===== src/rtl/mem_dispatcher_pkg.sv =====
// ---------------------------------------------------------------------------
// mem_dispatcher_pkg
//
// Shared definitions for the DDR2 line dispatchers that sit on MCB user ports
// in the c3_clk0 domain: MCB command codes, the line writer state encoding
// and the word size used for byte address arithmetic.
// ---------------------------------------------------------------------------
package mem_dispatcher_pkg;

    // MCB user-port command instruction codes
    localparam logic [2:0] MCB_INSTR_WR = 3'b000;
    localparam logic [2:0] MCB_INSTR_RD = 3'b001;

    // Each line-buffer word is 32 bits, so consecutive words are 4 bytes apart
    localparam int BYTES_PER_WORD = 4;

    // Line writer control states
    typedef enum logic [2:0] {
        ST_IDLE,
        ST_WAIT_CAL,
        ST_PRIME,
        ST_FILL,
        ST_CMD
    } writer_state_t;

endpackage


===== src/rtl/mem_line_writer.sv =====
// ---------------------------------------------------------------------------
// mem_line_writer
//
// Moves one video line of WORDS_TO_WRITE 32-bit words from an on-chip line
// buffer into DDR2 through one MCB user port. Words are pushed into the MCB
// write FIFO in bursts of up to FIFO_LENGTH words, and one write command is
// issued after each burst. The final burst carries the remainder when the
// line length is not a multiple of FIFO_LENGTH.
//
// Ports:
//   clk                 MCB user clock (c3_clk0), single clock domain
//   reset               synchronous, active-high
//   os_start            one-shot start pulse, honoured only while idle
//   init_mem_addr       DDR byte address of word 0 (bits [1:0] ignored)
//   busy_unit           high from accepted start until the last command
//   data_in__addr       line-buffer read address (buffer has 1-cycle latency)
//   data_in             line-buffer read data
//   mem_calib_done      MCB calibration complete
//   port_cmd_en         MCB command strobe
//   port_cmd_instr      MCB instruction, always write
//   port_cmd_bl         burst length minus one
//   port_cmd_byte_addr  burst start byte address
//   port_wr_en          MCB write FIFO push
//   port_wr_data_out    MCB write FIFO data
//   port_wr_full        MCB write FIFO full
//   stall_cycles        (MEM_LINE_WRITER_STATS_EN only) saturating count of
//                       fill cycles lost to a full write FIFO
//
// Build option: define MEM_LINE_WRITER_STATS_EN to add the stall counter.
// ---------------------------------------------------------------------------
module mem_line_writer
    import mem_dispatcher_pkg::*;
#(
    parameter int FIFO_LENGTH    = 64,
    parameter int WORDS_TO_WRITE = 640,
    parameter int BUFF_ADDR_BITS = 10
) (
    input  logic                      clk,
    input  logic                      reset,
    input  logic                      os_start,
    input  logic [29:0]               init_mem_addr,
    output logic                      busy_unit,
    output logic [BUFF_ADDR_BITS-1:0] data_in__addr,
    input  logic [31:0]               data_in,
    input  logic                      mem_calib_done,
    output logic                      port_cmd_en,
    output logic [2:0]                port_cmd_instr,
    output logic [5:0]                port_cmd_bl,
    output logic [29:0]               port_cmd_byte_addr,
    output logic                      port_wr_en,
    output logic [31:0]               port_wr_data_out,
    input  logic                      port_wr_full
`ifdef MEM_LINE_WRITER_STATS_EN
    ,
    output logic [15:0]               stall_cycles
`endif
);

    // Word counter must be able to hold the full line length itself
    localparam int WCW = $clog2(WORDS_TO_WRITE + 1);
    localparam logic [WCW-1:0] WORDS_LAST = WCW'(WORDS_TO_WRITE);
    localparam logic [6:0]     BURST_MAX  = 7'(FIFO_LENGTH);

    writer_state_t             r_state;
    writer_state_t             w_next_state;
    logic [29:0]               r_base;
    logic [BUFF_ADDR_BITS-1:0] r_rd_ptr;
    logic [6:0]                r_burst_cnt;
    logic [WCW-1:0]            r_words_done;

    logic                      w_accept;
    logic                      w_push;
    logic                      w_burst_end;
    logic [WCW-1:0]            w_burst_start_word;

    // A start is only honoured while idle; a push happens on every fill cycle
    // the FIFO has room. The burst closes on the push that makes either the
    // burst or the whole line complete, so the command follows the last push
    // on the very next cycle.
    assign w_accept    = (r_state == ST_IDLE) && os_start;
    assign w_push      = (r_state == ST_FILL) && !port_wr_full;
    assign w_burst_end = w_push &&
                         (((r_burst_cnt + 7'd1) == BURST_MAX) ||
                          ((r_words_done + WCW'(1)) == WORDS_LAST));

    // The burst just filled started this many words into the line
    assign w_burst_start_word = r_words_done - WCW'(r_burst_cnt);

    // State register
    always_ff @(posedge clk) begin
        if (reset) begin
            r_state <= ST_IDLE;
        end else begin
            r_state <= w_next_state;
        end
    end

    // Next-state logic. Calibration is only looked at before the first burst;
    // once a transfer is running it is not re-checked.
    always_comb begin
        w_next_state = r_state;
        case (r_state)
            ST_IDLE: begin
                if (w_accept) begin
                    w_next_state = ST_WAIT_CAL;
                end
            end
            ST_WAIT_CAL: begin
                if (mem_calib_done) begin
                    w_next_state = ST_PRIME;
                end
            end
            ST_PRIME: begin
                w_next_state = ST_FILL;
            end
            ST_FILL: begin
                if (w_burst_end) begin
                    w_next_state = ST_CMD;
                end
            end
            ST_CMD: begin
                if (r_words_done == WORDS_LAST) begin
                    w_next_state = ST_IDLE;
                end else begin
                    w_next_state = ST_PRIME;
                end
            end
            default: begin
                w_next_state = ST_IDLE;
            end
        endcase
    end

    // Burst counter, read pointer and address base. The read pointer always
    // names the word currently present on data_in; the prime cycle exists so
    // the buffer's one-cycle latency is absorbed before each burst.
    always_ff @(posedge clk) begin
        if (reset) begin
            r_base       <= '0;
            r_rd_ptr     <= '0;
            r_burst_cnt  <= '0;
            r_words_done <= '0;
        end else begin
            if (w_accept) begin
                r_base       <= init_mem_addr & ~30'h3;
                r_rd_ptr     <= '0;
                r_words_done <= '0;
            end else if (w_push) begin
                r_rd_ptr     <= r_rd_ptr + BUFF_ADDR_BITS'(1);
                r_words_done <= r_words_done + WCW'(1);
            end

            if (r_state == ST_PRIME) begin
                r_burst_cnt <= '0;
            end else if (w_push) begin
                r_burst_cnt <= r_burst_cnt + 7'd1;
            end
        end
    end

    // Output logic. The buffer address looks one word ahead on a push so the
    // next word is already on data_in when the following cycle begins; during
    // a full-FIFO stall the address, and therefore data_in, stays put.
    always_comb begin
        busy_unit          = (r_state != ST_IDLE);
        data_in__addr      = r_rd_ptr + BUFF_ADDR_BITS'(w_push);
        port_wr_en         = w_push;
        port_wr_data_out   = '0;
        port_cmd_instr     = MCB_INSTR_WR;
        port_cmd_en        = 1'b0;
        port_cmd_bl        = '0;
        port_cmd_byte_addr = '0;

        if (w_push) begin
            port_wr_data_out = data_in;
        end

        if (r_state == ST_CMD) begin
            port_cmd_en        = 1'b1;
            port_cmd_bl        = 6'(r_burst_cnt - 7'd1);
            port_cmd_byte_addr = r_base +
                                 (30'(w_burst_start_word) * 30'(BYTES_PER_WORD));
        end
    end

`ifdef MEM_LINE_WRITER_STATS_EN
    logic [15:0] r_stall_cycles;

    // Counts fill cycles that could not push because the FIFO was full,
    // saturating rather than wrapping so a long stall is never under-reported
    always_ff @(posedge clk) begin
        if (reset) begin
            r_stall_cycles <= '0;
        end else if (w_accept) begin
            r_stall_cycles <= '0;
        end else if ((r_state == ST_FILL) && port_wr_full &&
                     (r_stall_cycles != 16'hFFFF)) begin
            r_stall_cycles <= r_stall_cycles + 16'd1;
        end
    end

    assign stall_cycles = r_stall_cycles;
`endif

endmodule


===== config.mk =====
export PLATFORM = sky130hd
export DESIGN_NAME = mem_line_writer
export DESIGN_NICKNAME = d
export VERILOG_FILES = /design/src/rtl/mem_dispatcher_pkg.sv /design/src/rtl/mem_line_writer.sv
export SDC_FILE = /design/constraint.sdc
export NUM_CORES = 1
export LEC_CHECK = 0
export CORE_MARGIN = 1.5
export CORE_UTILIZATION = 43
export DETAILED_ROUTE_END_ITERATION = 10
export PLACE_DENSITY = 0.8
export SLEW_MARGIN = 15
export SYNTH_ARGS = -nofsm -noshare
export SYNTH_HDL_FRONTEND = slang
export SYNTH_SLANG_ARGS = --single-unit
export TNS_END_PERCENT = 30

===== constraint.sdc =====
create_clock -name clk -period 4.1 [get_ports clk]
set_input_delay 0.82 -clock clk [delete_from_list [all_inputs] [get_ports clk]]
set_output_delay 0.82 -clock clk [all_outputs]
set_load 0.01 [all_outputs]

==> summary.log <==
qor: run_status.status finished, violations left
qor: run_status.failed_checks setup timing
qor: detailed_routing.initialDrtViolationCount 379
qor: cells_and_area.nFillCells 758
qor: worst_setup_path.cp_max_fo 4
qor: clocking.cts-htree-levels 3
qor: floorplanning.die-height 106 µm
qor: clocking.ctsLongestPathBuffers 2
qor: clocking.ctsRootBufferMaster clkbuf_8
qor: timing.setup_viol_count_final 21
qor: power.irDropWorstVdd 0.151 mV
qor: clocking.clock_sinks 58
qor: timing.worstMarginPinSlew 1020 ps
qor: detailed_routing.wl_per_cell 15.9 µm
qor: floorplanning.core_area 10300 µm²
qor: logic_synthesis.ys_async_sr_fraction 0
qor: placement.gp_congestion 0.891
qor: timing.layout_worst_path_cycle_share 1.07
qor: worst_setup_path.cp-start-kind register
qor: logic_synthesis.synthesis.area 4590 µm²
qor: detailed_routing.residual_drc 0
qor: floorplanning.placement_rows 37
qor: clocking.clk-insertion-delay-late 350 ps
qor: worst_setup_path.arrival 3550 ps
qor: detailed_routing.antenna_violating_nets_post_route 0
qor: cells_and_area.final-seq-area 1160 µm²
qor: grt.global_route.usage.total 0.253
qor: placement.dp_cells 927
qor: worst_setup_path.cp_data_required_time 3280 ps
qor: floorplanning.initial_core_utilization 0.445
qor: cells_and_area.final_layout_size_suffix_gt1_frac 0.230
qor: floorplanning.num_io_pins 151
qor: clocking.clkTransAtPathRegs 80 ps
qor: floorplanning.die_outline_width 106 µm
qor: placement.place_area 6530 µm²
qor: detailed_routing.detail_route.first_pass.iterations 6
qor: grt.grt_antenna_before_repair 0
qor: job.cap_violations 0
qor: logic_synthesis.postSynth.topFlopCell dfxtp_1
qor: logic_synthesis.yosysUniqueCellTypes 61
qor: detailed_routing.route.final.wire_length 15200 µm
qor: detailed_routing.drt-vias-per-instance 5.52
qor: cells_and_area.diodes 0
qor: logic_synthesis.ys_ff_latch 58
qor: timing.finalHoldWorstSlack 467 ps
qor: timing.unrepaired_setup_endpoints_after_global_routing yes
qor: hold_path.worst_hold_path_type register to register
qor: grt.grt_overflow_total 0
qor: logic_synthesis.yosys_warnings 0
qor: timing.final_max_slew_viol_count 0
qor: timing.final.setup_skew 9.87 ps
qor: logic_synthesis.synth_cells 615
qor: grt.vias_in_the_first_global_route 5149
qor: timing.layout_setup_ws -269 ps
qor: power.ratio_of_total_power_to_cell_area 202 nW/µm²
qor: placement.dp_worst_setup_slack -556 ps
qor: logic_synthesis.syn_avg_cell_area 7.47 µm²
qor: timing.maxClockFrequency 0.229 GHz
qor: worst_setup_path.setup.worst_path.end_class output port
qor: placement.hpwl_after_detailed_placement 9980 µm
qor: clocking.tritoncts_clock_tree yes
qor: power.p_leak 2.90 nW
qor: grt.maximum_number_of_pins_on_one_net_before_global_route_repair 57
qor: worst_setup_path.worst-setup-path-type register to output port
qor: timing.hold_violations 0
qor: grt.grt_pass1_wl 23400 µm
qor: cells_and_area.syn2layout_area_growth 55.1%
qor: detailed_routing.via_count 5271
qor: logic_synthesis.synth_seq_area_share 0.253
qor: clocking.cts-buffers-inserted 9
qor: timing.period_needed 4370 ps
qor: placement.numPortBuffers 143
qor: timing.headroom_to_the_max_slew_limit 0.319
qor: cells_and_area.final_area 7120 µm²
qor: cells_and_area.num-nets-final 910
qor: cells_and_area.multiInputGateArea 3520 µm²
qor: cells_and_area.final_cell_count_no_fill 955
qor: floorplanning.dieArea 11300 µm²
qor: logic_synthesis.edff_count_synth 0
-- synth_stat cells, drive strengths merged, types with 3 or more instances --
cell type  instances  area (µm²)
a211o              7        61.3
a211oi            13         103
a21boi             5        37.5
a21o               5        37.5
a21oi             49         249
and2              35         219
and3              12        75.1
and4               4        35.0
buf               20         120
clkbuf            20        75.1
dfxtp             58        1160
ha                27         338
inv               21        78.8
mux2i             10         100
nand2             98         368
nand2b            11        68.8
nand3             16        90.1
nand4             22         153
nor2              61         229
nor2b              4        25.0
nor3              14        81.3
nor3b              3        22.5
nor4               3        18.8
o2111ai            4        35.0
o211ai             8        73.8
o21a               3        22.5
o21ai             10        53.8
xnor2             26         228
xor2              22         193
-- power by group --
| group | internal, mW | switching, mW |
|---|---|---|
| Combinational | 0.115 | 0.0964 |
| Clock | 0.346 | 0.268 |
| Sequential | 0.584 | 0.0312 |
| Total | 1.05 | 0.396 |
-- kinds of logic after synthesis --
logic type	share of synthesized area
flip-flops	0.253
AND/OR/NAND/NOR	0.321
buffers and inverters	0.0597
XOR/XNOR	0.0915
other	0.000816
multiplexers	0.0218
adder cells (fa/ha/maj)	0.0823
AO/OA/AOI/OAI	0.170
-- worst max-delay path, stage by stage, from the launching register on --
cell and delay, ps:
dfxtp_2 340, inv_2 50, ha_4 150, fa_2 350, nor2b_2 140, o21a_1 170, buf_4 140, nor2_2 40
xnor2_1 200, ha_1 280, buf_4 160, o21a_1 150, or2_4 170, buf_4 150, nand4_1 170, a211o_1 350
nand2_1 70, buf_2 130
-- stage by stage --
step	power, mW	util	TNS [ps]
after floorplan	0.716	-	0
after global placement	0.815	0.633	-6920
after detailed placement	0.821	0.633	-9360
after CTS	1.43	0.676	-4190
after global routing	1.49	0.690	-6900
final	1.44	0.690	-3940
-- repair_timing --
action	in CTS	in global routing
hold buffers	0	0
cloned	1	0
endpoints found under the hold margin	0	0
pin swaps	25	31
resized for setup	123	45
setup endpoints to repair	24	24
setup buffers	8	4
-- registers in the layout, indices dropped and copies added, names as in the netlist --
register / count
r_base: 28
r_state: 3
r_burst_cnt: 7
r_words_done: 10
r_rd_ptr: 10
-- cell type report --
cell class,count,share of cell area
Inverter,21,0.0111
Timing Repair Buffer,223,0.276
Multi-Input combinational cell,501,0.494
Clock buffer,9,0.0174
Tap cell,136,0.0239
Sequential cell,58,0.164
Clock inverter,7,0.0142
-- path summary, 6_finish.rpt --
path / startpoint / endpoint / cells after the start / slack [ps]
max reg2reg: r_state[1]$_SDFFE_PP0P_ / r_state[1]$_SDFFE_PP0P_ / 6 / 2000
min reg2reg: r_base[2]$_SDFFE_PP0P_ / r_base[2]$_SDFFE_PP0P_ / 2 / 470
max: r_words_done[0]$_SDFFE_PP0P_ / port_cmd_byte_addr[21] / 17 / -270
min: r_base[2]$_SDFFE_PP0P_ / r_base[2]$_SDFFE_PP0P_ / 2 / 470
-- per-layer routing --
metal  part of all wire  routed length, µm  track usage
met1               0.40               6090        0.294
met2               0.49               7470        0.446
met3              0.071               1090       0.0558
met4              0.037                558        0.107
met5                  0                  0            0
-- cells in the final DEF, fill, tap and decap left out, types with 18 or more instances in the layout --
cell / instances
buf_2: 18
nor2_1: 60
and2_1: 35
clkdlybuf4s50_1: 119
nand4_1: 21
inv_1: 18
buf_4: 74
xor2_1: 22
dfxtp_1: 55
a21oi_1: 38
xnor2_1: 24
nand2_1: 94
ha_1: 21
(Power assumes the default switching activity.)
